==> config.mk <==
export PLATFORM = sky130hd
export DESIGN_NAME = s3g_link
export DESIGN_NICKNAME = d
export VERILOG_FILES = /design/src/rtl/s3g_link.sv
export SDC_FILE = /design/constraint.sdc
export NUM_CORES = 1
export LEC_CHECK = 0
export ABC_CLOCK_PERIOD_IN_PS = 3150
export CORE_MARGIN = 2
export CORE_UTILIZATION = 46
export CTS_CLUSTER_DIAMETER = 50
export DETAILED_ROUTE_END_ITERATION = 7
export GPL_ROUTABILITY_DRIVEN = 0
export PLACE_DENSITY = 0.74
export RECOVER_POWER = 50
export SLEW_MARGIN = 30
export SYNTH_ARGS = -nofsm -noshare
export SYNTH_HDL_FRONTEND = slang
export SYNTH_SLANG_ARGS = --single-unit
==> constraint.sdc <==
create_clock -name clk -period 3.15 [get_ports clk]
set_clock_uncertainty 0.05 [all_clocks]
set_input_delay 0.4725 -clock clk [delete_from_list [all_inputs] [get_ports clk]]
set_output_delay 0.4725 -clock clk [all_outputs]
set_load 0.005 [all_outputs]
==> src/rtl/s3g_link.sv <==
// S3G serial packet engine: framed RX parser and TX framer (0xD5, LEN, PAYLOAD, CRC8).
// Both directions share the Maxim CRC8 step but run fully independently.
module s3g_link #(
  parameter int MAX_LEN = 32
) (
  input  logic                   clk,
  input  logic                   rst,
  input  logic [7:0]             rx_data,
  input  logic                   rx_done,
  output logic                   rx_packet_valid,
  output logic                   rx_crc_error,
  output logic                   rx_len_error,
  output logic [7:0]             rx_len,
  output logic [8*MAX_LEN-1:0]   rx_payload,
  output logic                   rx_busy,
  input  logic                   packet_wr,
  input  logic [7:0]             tx_payload_len,
  input  logic [8*MAX_LEN-1:0]   tx_payload,
  output logic [7:0]             tx_data,
  output logic                   tx_wr,
  input  logic                   tx_done,
  output logic                   tx_busy
);

  localparam int IW = (MAX_LEN > 1) ? $clog2(MAX_LEN) : 1;
  localparam logic [7:0] SOF   = 8'hD5;
  localparam logic [7:0] MAX_L = 8'(MAX_LEN);

  function automatic logic [7:0] crc8_step(input logic [7:0] c_in, input logic [7:0] b);
    logic [7:0] c;
    c = c_in ^ b;
    for (int k = 0; k < 8; k++) c = c[0] ? ((c >> 1) ^ 8'h8C) : (c >> 1);
    return c;
  endfunction

  // ---------------- RX parser ----------------
  typedef enum logic [1:0] {RX_IDLE, RX_LEN, RX_PAY, RX_CRC} rx_state_t;
  rx_state_t       rx_state, rx_next;
  logic [IW-1:0]   rx_idx;
  logic [7:0]      rx_crc;

  always_ff @(posedge clk) begin
    if (!rst) rx_state <= RX_IDLE;
    else      rx_state <= rx_next;
  end

  always_comb begin
    rx_next = rx_state;
    if (rx_done) begin
      case (rx_state)
        RX_IDLE: if (rx_data == SOF) rx_next = RX_LEN;
        RX_LEN: begin
          if (rx_data > MAX_L)       rx_next = RX_IDLE;
          else if (rx_data == 8'd0)  rx_next = RX_CRC;
          else                       rx_next = RX_PAY;
        end
        RX_PAY:  if (8'(rx_idx) == rx_len - 8'd1) rx_next = RX_CRC;
        RX_CRC:  rx_next = RX_IDLE;
        default: rx_next = RX_IDLE;
      endcase
    end
  end

  assign rx_busy = (rx_state != RX_IDLE);

  // Payload is written in place; it stays stable from the valid pulse until the next frame starts.
  always_ff @(posedge clk) begin
    if (!rst) begin
      rx_packet_valid <= 1'b0;
      rx_crc_error    <= 1'b0;
      rx_len_error    <= 1'b0;
      rx_len          <= 8'd0;
      rx_payload      <= '0;
      rx_idx          <= '0;
      rx_crc          <= 8'd0;
    end else begin
      rx_packet_valid <= 1'b0;
      rx_crc_error    <= 1'b0;
      rx_len_error    <= 1'b0;
      if (rx_done) begin
        case (rx_state)
          RX_IDLE: if (rx_data == SOF) rx_crc <= 8'd0;
          RX_LEN: begin
            rx_len <= rx_data;
            rx_idx <= '0;
            if (rx_data > MAX_L) rx_len_error <= 1'b1;
          end
          RX_PAY: begin
            rx_payload[8*rx_idx +: 8] <= rx_data;
            rx_crc <= crc8_step(rx_crc, rx_data);
            rx_idx <= rx_idx + 1'b1;
          end
          RX_CRC: begin
            if (rx_data == rx_crc) rx_packet_valid <= 1'b1;
            else                   rx_crc_error    <= 1'b1;
          end
          default: ;
        endcase
      end
    end
  end

  // ---------------- TX framer ----------------
  // State names the byte currently handed to the UART and awaiting tx_done.
  typedef enum logic [2:0] {TX_IDLE, TX_SOF, TX_LEN, TX_PAY, TX_CRC} tx_state_t;
  tx_state_t          tx_state, tx_next;
  logic [IW:0]        tx_idx;
  logic [7:0]         tx_len;
  logic [7:0]         tx_crc;
  logic [8*MAX_LEN-1:0] tx_buf;
  logic               accept;
  logic               tx_last;
  logic [7:0]         tx_byte;

  assign accept  = tx_done && !tx_wr;
  assign tx_last = (8'(tx_idx) == tx_len);
  assign tx_byte = tx_buf[8*tx_idx +: 8];

  always_ff @(posedge clk) begin
    if (!rst) tx_state <= TX_IDLE;
    else      tx_state <= tx_next;
  end

  always_comb begin
    tx_next = tx_state;
    case (tx_state)
      TX_IDLE: if (packet_wr) tx_next = TX_SOF;
      TX_SOF:  if (accept) tx_next = TX_LEN;
      TX_LEN:  if (accept) tx_next = (tx_len == 8'd0) ? TX_CRC : TX_PAY;
      TX_PAY:  if (accept && tx_last) tx_next = TX_CRC;
      TX_CRC:  if (accept) tx_next = TX_IDLE;
      default: tx_next = TX_IDLE;
    endcase
  end

  always_ff @(posedge clk) begin
    if (!rst) begin
      tx_data <= 8'd0;
      tx_wr   <= 1'b0;
      tx_busy <= 1'b0;
      tx_len  <= 8'd0;
      tx_crc  <= 8'd0;
      tx_idx  <= '0;
      tx_buf  <= '0;
    end else begin
      tx_wr <= 1'b0;
      case (tx_state)
        TX_IDLE: if (packet_wr) begin
          tx_len  <= (tx_payload_len > MAX_L) ? MAX_L : tx_payload_len;
          tx_buf  <= tx_payload;
          tx_crc  <= 8'd0;
          tx_idx  <= '0;
          tx_busy <= 1'b1;
          tx_data <= SOF;
          tx_wr   <= 1'b1;
        end
        TX_SOF: if (accept) begin
          tx_data <= tx_len;
          tx_wr   <= 1'b1;
        end
        TX_LEN, TX_PAY: if (accept) begin
          tx_wr <= 1'b1;
          if (tx_last) tx_data <= tx_crc;
          else begin
            tx_data <= tx_byte;
            tx_crc  <= crc8_step(tx_crc, tx_byte);
            tx_idx  <= tx_idx + 1'b1;
          end
        end
        TX_CRC: if (accept) tx_busy <= 1'b0;
        default: ;
      endcase
    end
  end

endmodule

After elaboration in Yosys (flattened, before gate mapping). Index checks and enable logic that the tools add are counted.

Input bits: 277. Output and inout bits: 278. Bits in registers: 573. Word-level logic and storage cells: 145.

Bitwise operators: 18. Equality and inequality tests: 20. Shifts and indexed selects: 3. $lt $le $gt $ge: 2. Mux-type cells: 55. Reduce and logical (&&, ||, !) cells: 27. $add $sub $neg: 4.

Operators by type and width (number): bitwise mux 256 bit (1); variable shift 8 x 34 -> 256 bit, first input constant (1); indexed part select 256 x 10 -> 8 bit (1); indexed part select 8 x 34 -> 256 bit (1); 2-to-1 mux 8 bit (25); inverter 2 -> 3 bit (16); negator 8 -> 34 bit (1); one-hot mux 8 bit (2 select lines) (2); one-hot mux 8 bit (3 select lines) (1); 2-to-1 mux 3 bit (6); 2-to-1 mux 6 bit (3); != test 2 bit, second input constant (9); > comparator 8 x 6 -> 1 bit, second input constant (2); logical NOT 8 bit (2); bitwise XOR 8 bit (2); one-hot mux 3 bit (5 select lines) (1); AND reduction 3 bit (5); one-hot mux 6 bit (2 select lines) (1); one-hot mux 5 bit (2 select lines) (1); nonzero test 2 bit (5); equality test 5 x 8 -> 1 bit (1); equality test 6 x 8 -> 1 bit (1); equality test 8 bit (1); equality test 8 bit, second input constant (1); 22 further kinds (39).

Logic depth before layout (Yosys ltp). Gate-level depths: netlist of run 1.

Word-level depth: 21. Mapped depth: 14. Depth with buffers taken out: 11.

Worst setup path after synthesis of run 1. No wires, ideal clock.

Kind: register to register. From: reg rx_idx[0]. To: reg rx_payload[174]. Path buffers: 2. Path slack: -0.029 ns. Stages on the path, launching flop included: 14. Setup time: 0.115 ns. Data required time: 2.985 ns. Arrival time: 3.014 ns. Clock period less this slack: 3.179 ns. Path through: dfxtp_1 > clkbuf_1 > inv_1 > ha_1 > nand2_1 > inv_1 > ha_1 > or4_1 > nor2_1 > nand2_1 > clkbuf_1 > nand2_1 > o21ai_0 > and2_1.

Cells in the longest elaborated chain, start to end: 3. Elaborated cells between the ends (all ways): 4. Those cells by class: 1 x add/sub; 2 x shift; 1 x mux.

RTL lines: from (decl) (RTL line 39) `logic [IW-1:0] rx_idx;`; from (signal assigned) (RTL line 91) `rx_idx <= rx_idx + 1'b1;`; negator 8 -> 34 bit (*) (RTL line 89) `rx_payload[8*rx_idx +: 8] <= rx_data;`; indexed part select 8 x 34 -> 256 bit / variable shift 8 x 34 -> 256 bit (equally long branches) (RTL line 89); bitwise mux 256 bit (*) (RTL line 89); to (signal, indexed assignment) (RTL line 89); to (decl) (RTL line 14) `output logic [8*MAX_LEN-1:0] rx_payload,`.

Every way passes the cells marked *; elsewhere a longest branch is shown, timed or not. A chain may end at the register's enable or synchronous reset.

Worst setup path after layout of run 1.
From: reg tx_idx[0]. To: reg tx_crc[2].

Cells in the longest elaborated chain, start to end: 16. Elaborated cells between the ends (all ways): 23. Those cells by class: 2 x eq/ne; 1 x shift; 11 x mux; 8 x bitwise; 1 x reduce/logical.

RTL lines: from (decl) (RTL line 107) `logic [IW:0] tx_idx;`; from (signal assigned) (RTL line 167) `tx_idx <= tx_idx + 1'b1;`; indexed part select 256 x 10 -> 8 bit (RTL line 117) `assign tx_byte = tx_buf[8*tx_idx +: 8];`; bitwise XOR 8 bit (RTL line 31) `c = c_in ^ b;`; 2-to-1 mux 8 bit (2 in a row) (RTL line 32) `for (int k = 0; k < 8; k++) c = c[0] ? ((c >> 1) ^ 8'h8C) : (c >> 1);`; inverter 2 -> 3 bit (no source line); 2-to-1 mux 8 bit (RTL line 32); inverter 2 -> 3 bit (no source line); 2-to-1 mux 8 bit (4 in a row) (RTL line 32); inverter 2 -> 3 bit (no source line); 2-to-1 mux 8 bit (RTL line 32); 2-to-1 mux 8 bit (RTL line 163) `if (tx_last) tx_data <= tx_crc;`; 2-to-1 mux 8 bit (RTL line 161) `TX_LEN, TX_PAY: if (accept) begin`; one-hot mux 8 bit (2 select lines) (RTL line 147) `case (tx_state)`; to (signal assigned) (RTL line 166) `tx_crc <= crc8_step(tx_crc, tx_byte);`; to (decl) (RTL line 109) `logic [7:0] tx_crc;`.

Parallel ways exist; a longest one is shown, timed or not. The select of a mux whose other input is x is not followed.

==> results of run 1 <==
## cells in the mapped netlist, types with 4 or more instances
cell type	number
a211oi_1	5
a21boi_0	316
a21oi_1	146
a221oi_1	10
a22oi_1	13
a31oi_1	5
and2_1	76
and3_1	6
buf_2	9
buf_4	11
buf_6	9
clkbuf_1	189
dfxtp_1	573
ha_1	9
inv_1	14
mux2_2	4
mux2i_1	33
mux4_1	12
mux4_2	46
nand2_1	741
nand2b_1	7
nand3_1	47
nand3b_1	10
nand4_1	13
nor2_1	44
nor2b_1	160
nor3_1	145
nor3b_1	5
nor4_1	6
o211a_1	7
o211ai_1	4
o21ai_0	91
o22ai_1	4
or2_2	4
or3_1	28
or4_1	4
xnor2_1	34
xor2_1	21
## state kept, by name, indices dropped and copies added, names as in the netlist, 3 cells and up, named ones only
signal and cells:
rx_payload 256, tx_buf 256, rx_crc 8, rx_len 8, tx_crc 8, tx_data 8
tx_len 8, tx_idx 6, rx_idx 5, tx_state 3
## how the worst min path moves through the flow
| stage | startpoint | to | slack (ns) | cells past startpoint |
|---|---|---|---|---|
| after detailed placement | tx_buf[151]$_SDFFE_PN0P_ | tx_buf[151]$_SDFFE_PN0P_ | 0.40 | 2 |
| final | rst | tx_buf[197]$_SDFFE_PN0P_ | 0.26 | 2 |
| after CTS | rst | tx_buf[189]$_SDFFE_PN0P_ | 0.28 | 2 |
| after global routing | rst | tx_buf[211]$_SDFFE_PN0P_ | 0.30 | 2 |
| after global placement | tx_buf[240]$_SDFFE_PN0P_ | tx_buf[240]$_SDFFE_PN0P_ | 0.40 | 2 |
| after floorplan | tx_buf[145]$_SDFFE_PN0P_ | tx_buf[145]$_SDFFE_PN0P_ | 0.39 | 2 |
## stage by stage
| step | total power, mW | hold WS, ns | utilization (%) | instance area, sq um |
|---|---|---|---|---|
| after CTS | 17.2 | 0.285 | 62.1 | 33500 |
| after global routing | 17.7 | 0.302 | 62.6 | 33800 |
| final | 17.2 | 0.263 | 62.6 | 33800 |
| after global placement | 9.71 | 0.398 | 58.0 | 31300 |
| after detailed placement | 9.75 | 0.404 | 58.0 | 31300 |
| after floorplan | 8.86 | 0.389 | - | 25100 |
## cells by family (layout without fill, tap and decap cells)
logic type                 after synthesis  count (layout)
muxes                                   95              95
and+or+nand+nor                       1308            1308
DFF                                    573             573
adders and majority gates                9               9
other                                    0               2
AOI/OAI and AO/OA                      626             626
buffers and inverters                  238             778
xor gates and xnor gates                58              58
## power by group through the flow
stage / clock network, mW / logic [mW] / registers [mW]
5_1_grt: 7.94 / 2.01 / 7.80
3_5_place_dp: 0 / 1.83 / 7.92
6_report: 7.56 / 1.85 / 7.77
3_3_place_gp: 0 / 1.80 / 7.91
4_1_cts: 7.63 / 1.84 / 7.77
2_1_floorplan: 0 / 1.03 / 7.83
## final cells by class
class,instances,area [sq um],area share (%)
Multi-Input combinational cell,2096,12800,37.8
Sequential cell,573,11500,34.0
Timing Repair Buffer,649,6440,19.1
Clock buffer,86,1770,5.25
Tap cell,696,871,2.58
Clock inverter,29,369,1.09
Inverter,14,52.6,0.156
Antenna cell,2,5.00,0.0148
## routing by layer
layer	vias to the layer above	share of wire, %	wire length [um]
li1	10900	-	-
met1	10900	39	33000
met2	1038	48	41000
met3	265	7.0	5900
met4	0	5.7	4810
met5	-	0	0
## timing repair
item | 4_1_cts | 5_1_grt
cloned | 0 | 1
setup endpoints to repair | 3 | 115
buffers inserted | 3 | 19
pin swaps | 0 | 11
resized for setup | 3 | 40
==> qor.txt, run 1 <==
Status - finished with violations
Failing checks - negative setup slack
Clk_lat worst skew - 0.64 ns
Layout cell share with drive strength beyond 1 - 8.59%
# DRC - 0
Vias per cell - 5.57
Largest family of logic cells by synthesized area - simple AND/OR/NAND/NOR gates
Syn nets - 3193
Sw Pwr - 4.31 mW
Slew Limit Fails - 0
CTS H-tree depth - 2
Kind of critical path - flop to flop
Post-synth EDFFs - 0
WP depth - 14
R2R Path Start - tx_idx[0]$_SDFFE_PN0P_
Final setup vio count - 2
Crit path to - tx_crc[2]$_SDFFE_PN0P_
CTS tree - built
Router iterations before antenna repair - 5
Cts hold-fix bufs - 0
Register area share after synthesis - 45.7%
Largest net degree at the start of global routing - 152
Grt met1 use - 34.9%
Worst-Margin Slew - 1.41 ns
Ports - 555
R2R depth - 14
Leakage power - 12.6 nW
First-pass GRT wire length - 128 mm
Met2 Use GR - 49.8%
I/O Buffers - 554
Initial antenna violation count - 2
Vert. Die Dim - 238 um
Switching share of total power - 25.1%
Total track usage - 28.9%
WP data arrival - 3.69 ns
Post-route ant nets - 0
Most common cell after layout, fill and taps aside - nand2_1
Slowest stage delay, CP - 0.56 ns
Crit path max-delay family - buffers and inverters
Clk network pwr share - 44.0%
Clock Sinks - 573
Crit-path cells - buf_4, buf_4, clkbuf_16, mux4_2, o21ai_0, nor2_1, nor4_2, nor2_1, xnor2_2, xnor2_4, buf_4, buf_4, nand4_1, nand3_1
Register bit total from synthesis - 573
Synth Area in Compound Gates - 16.5%
Die area - 56400 sq um
Number of global-route vias before repair - 22200
Final hold vios - 0
Cell taking the most area after synthesis - dfxtp_1
Synth area leaders - dfxtp_1 46%, nand2_1 11%, a21boi_0 9.5%
Worst setup margin - -0.0656 ns
Area growth, synth to finish - 34.5%
Startpoint types - flop
Simple-Gate Fraction of Synth Area - 24.1%
Worst slack at placement - -0.232 ns
Met3 usage - 4.75%
Clock Tree Root - clkbuf_16
Fin nets - 3681
Setup TNS - -0.0981 ns
Top FF cell, synth - dfxtp_1
Via count - 23100
Most frequent cells in the layout - 734 x nand2_1, 569 x dfxtp_1, 316 x a21boi_0, 278 x dlygate4sd3_1, 275 x clkdlybuf4s50_1
Worst r2r dst - tx_crc[2]$_SDFFE_PN0P_
Hold WC Path Type - input pin to flop
Crit-path most repeated cell - buf_4
Reg power frac - 45.2%
Logic pwr share - 10.8%
RSZ-0062 raised after global routing - yes
Max VDD drop - 436 uV
Clock Path Buffers - 3
DR iter-0 viols - 1819
Internal Power - 12.9 mW
CTS Buf Count - 61
Mapped cell area - 25100 sq um
Mux contribution to synthesized area - 6.88%
Tmin final - 3.22 ns
Num rows - 85
Wire length per cell - 20.4 um
Worst endpoint required time - 3.63 ns
Crit share post-route - 102%
Critical Path Source - tx_idx[0]$_SDFFE_PN0P_
Ys async rst share - 0%
FILL cells - 4402
Placed Instances - 4005
GR peak layer - met2
FF-to-FF setup slack - -0.07 ns
HPWL Detailed - 62.7 mm
Synth unique cells - 68
Crit path max fanout - 18
Max Clock Freq - 311 MHz
Crit. End Element - flop
Slowest-stage cell, CP - mux4_2
CP Buf/Inv Count - 5
Top cell type's share of synthesized area - 45.7%
Non-Filler Instances - 4145
Rel. slew slack - 6.26%
Die width - 238 um
Maxcap violations - 0
Power density cells - 509 nW/um^2
Syn_area_per_cell - 8.63 sq um
Congestion Overflow GR - 0
Drt total wl - 84.7 mm
Core Box Area - 53900 sq um
Synth Area in Adders - 0.449%
Cell count after synthesis - 2907
Synth warn - 0
Post-Synth XOR/XNOR Area - 2.14%
Starting density of the core - 46.5%
Worst-path clk slew - 0.07 ns
Power figures use the tool's default switching activity.
==> run 2, diff against run 1 <==
--- a/config.mk
+++ b/config.mk
@@ -7,11 +7,11 @@
 export LEC_CHECK = 0
 export ABC_CLOCK_PERIOD_IN_PS = 3150
 export CORE_MARGIN = 2
-export CORE_UTILIZATION = 46
+export CORE_UTILIZATION = 40
 export CTS_CLUSTER_DIAMETER = 50
 export DETAILED_ROUTE_END_ITERATION = 7
 export GPL_ROUTABILITY_DRIVEN = 0
-export PLACE_DENSITY = 0.74
+export PLACE_DENSITY = 0.7
 export RECOVER_POWER = 50
 export SLEW_MARGIN = 30
 export SYNTH_ARGS = -nofsm -noshare
==> qor.txt, run 2 (synthesis results as in run 1) <==
Antenna cells - 0 (-2)
Starting density of the core - 40.6% (-6.0 points)
Post-route ant nets - 0 (unchanged)
Worst-path clk slew - 0.06 ns (about the same)
Met3 usage - 4.84% (+0.088 points)
Num rows - 91 (+7.1%)
Rel. slew slack - 12.2% (+6.0 points)
Ports - 555 (unchanged)
Largest net degree at the start of global routing - 145 (-4.6%)
Vert. Die Dim - 254 um (+7.1%)
Worst-Margin Slew - 1.32 ns (-0.0895 ns)
CTS H-tree depth - 3 (+1)
Kind of critical path - flop to flop
CTS tree - built
Area after DPL - 31500 sq um (+0.86%)
Leakage power - 12.8 nW (+1.0%)
Total track usage - 25.2% (-3.6 points)
Die area - 64800 sq um (+15%)
Maxcap violations - 0 (unchanged)
Drt total wl - 84.6 mm (-0.15%)
Placed Instances - 4160 (+3.9%)
Clock Path Buffers - 3 (unchanged)
I/O Buffers - 554 (unchanged)
Core Box Area - 61800 sq um (+15%)
Clk_lat worst skew - 0.61 ns (-0.03 ns)
Clock Sinks - 573 (unchanged)
Crit. End Element - flop
Worst endpoint required time - 3.63 ns (about the same)
Congestion Overflow GR - 0 (unchanged)
# DRC - 0 (unchanged)
Most common cell after layout, fill and taps aside - nand2_1
Final setup vio count - 0 (-2)
Wire length per cell - 19.7 um (-3.8%)
Status - finished clean
Non-Filler Instances - 4302 (+3.8%)
Tmin final - 3.12 ns (-0.0963 ns)
Die width - 254 um (+7.1%)
Area growth, synth to finish - 36.2%
Most frequent cells in the layout - 733 x nand2_1, 570 x dfxtp_1, 316 x a21boi_0, 279 x dlygate4sd3_1, 274 x clkdlybuf4s50_1
Vias per cell - 5.22 (-6.2%)
Regs by FF count - rx_payload: 256 flops, tx_buf: 256 flops
Hold WC Path Type - input pin to flop
Overall power - 17.9 mW (+4.0%)
Router iterations before antenna repair - 5 (unchanged)
Initial antenna violation count - 3 (+1)
Worst hold slack - 0.312 ns (+0.0486 ns)
Via count - 22500 (-2.7%)
Max Clock Freq - 321 MHz (+3.1%)
DR iter-0 viols - 1666 (-8.4%)
Crit path max fanout - 8 (-10)
Final hold vios - 0 (unchanged)
FILL cells - 5537 (+26%)
Clock Tree Root - clkbuf_16
Max VDD drop - 314 uV (-28%)
Slew Limit Fails - 0 (unchanged)
RSZ-0062 raised after global routing - yes
CTS Buf Count - 70 (+15%)
Fin nets - 3696 (+0.41%)
Crit share post-route - 99.0% (-3.1 points)
Layout cell share with drive strength beyond 1 - 9.00% (+0.42 points)
Power density cells - 523 nW/um^2 (+2.7%)
WP data arrival - 3.60 ns (-0.09 ns)
First-pass GRT wire length - 126 mm (-1.4%)
HPWL Detailed - 62.2 mm (-0.76%)
Grt met1 use - 31.0% (-3.9 points)
Final Util - 55.3% (-7.3 points)
Startpoint types - flop
Number of global-route vias before repair - 20800 (-6.3%)
GR peak layer - met2
Design Area, Final - 34200 sq um (+1.2%)
Met2 Use GR - 43.8% (-6.0 points)
==> run 2: final timing paths <==
path	from	endpoint	slack (ns)	depth (start not counted)
max	tx_idx[1]$_SDFFE_PN0P_	tx_crc[2]$_SDFFE_PN0P_	0.03	10
min	rst	tx_buf[84]$_SDFFE_PN0P_	0.31	2
max reg2reg	tx_idx[1]$_SDFFE_PN0P_	tx_crc[2]$_SDFFE_PN0P_	0.03	10
min reg2reg	tx_buf[49]$_SDFFE_PN0P_	tx_buf[49]$_SDFFE_PN0P_	0.41	2
==> run 2: area by class of cell <==
cell class / count / area, sq um / area share [%]
Clock inverter: 31 / 337 / 0.985
Clock buffer: 96 / 2060 / 6.02
Multi-Input combinational cell: 2096 / 12700 / 37.2
Timing Repair Buffer: 655 / 6470 / 18.9
Tap cell: 837 / 1050 / 3.06
Inverter: 14 / 52.6 / 0.154
Sequential cell: 573 / 11500 / 33.6
==> run 2: critical path, cell delays in order, from the launching register on <==
cell,delay (ns)
dfxtp_4,0.45
buf_6,0.16
mux4_2,0.50
mux2i_2,0.19
o2111ai_2,0.19
nand3b_1,0.17
xor2_2,0.18
xnor3_2,0.51
xnor2_4,0.17
or3_1,0.38
nand3_1,0.07
==> run 2: metal layers <==
metal	routed length (um)	vias to the layer above	part of all wire (%)
li1	-	10900	-
met1	34500	10500	41
met2	41300	821	49
met3	5780	170	6.8
met4	3010	2	3.6
met5	13	-	0.015
==> run 2: per-stage QoR <==
step,setup TNS [ns],setup slack (ns)
global placement,0,0.0458
floorplan,0,0.0417
CTS,0,0.0173
detailed placement,-0.121,-0.0607
global route,-1.07,-0.0758
finish,0,0.0307
==> run 2: what timing repair did <==
item,in CTS,in global routing
endpoints found under the setup margin,3,70
hold buffers,0,0
pin swaps,0,8
hold endpoints to repair,0,0
cloned,0,1
resized for setup,2,33
buffers inserted,3,12
==> run 2: power by group <==
part / total (mW) / internal (mW) / switching, mW
combinational: 1.84 / 0.869 / 0.968
clock: 8.25 / 4.96 / 3.29
sequential: 7.78 / 7.56 / 0.220
total: 17.9 / 13.4 / 4.47
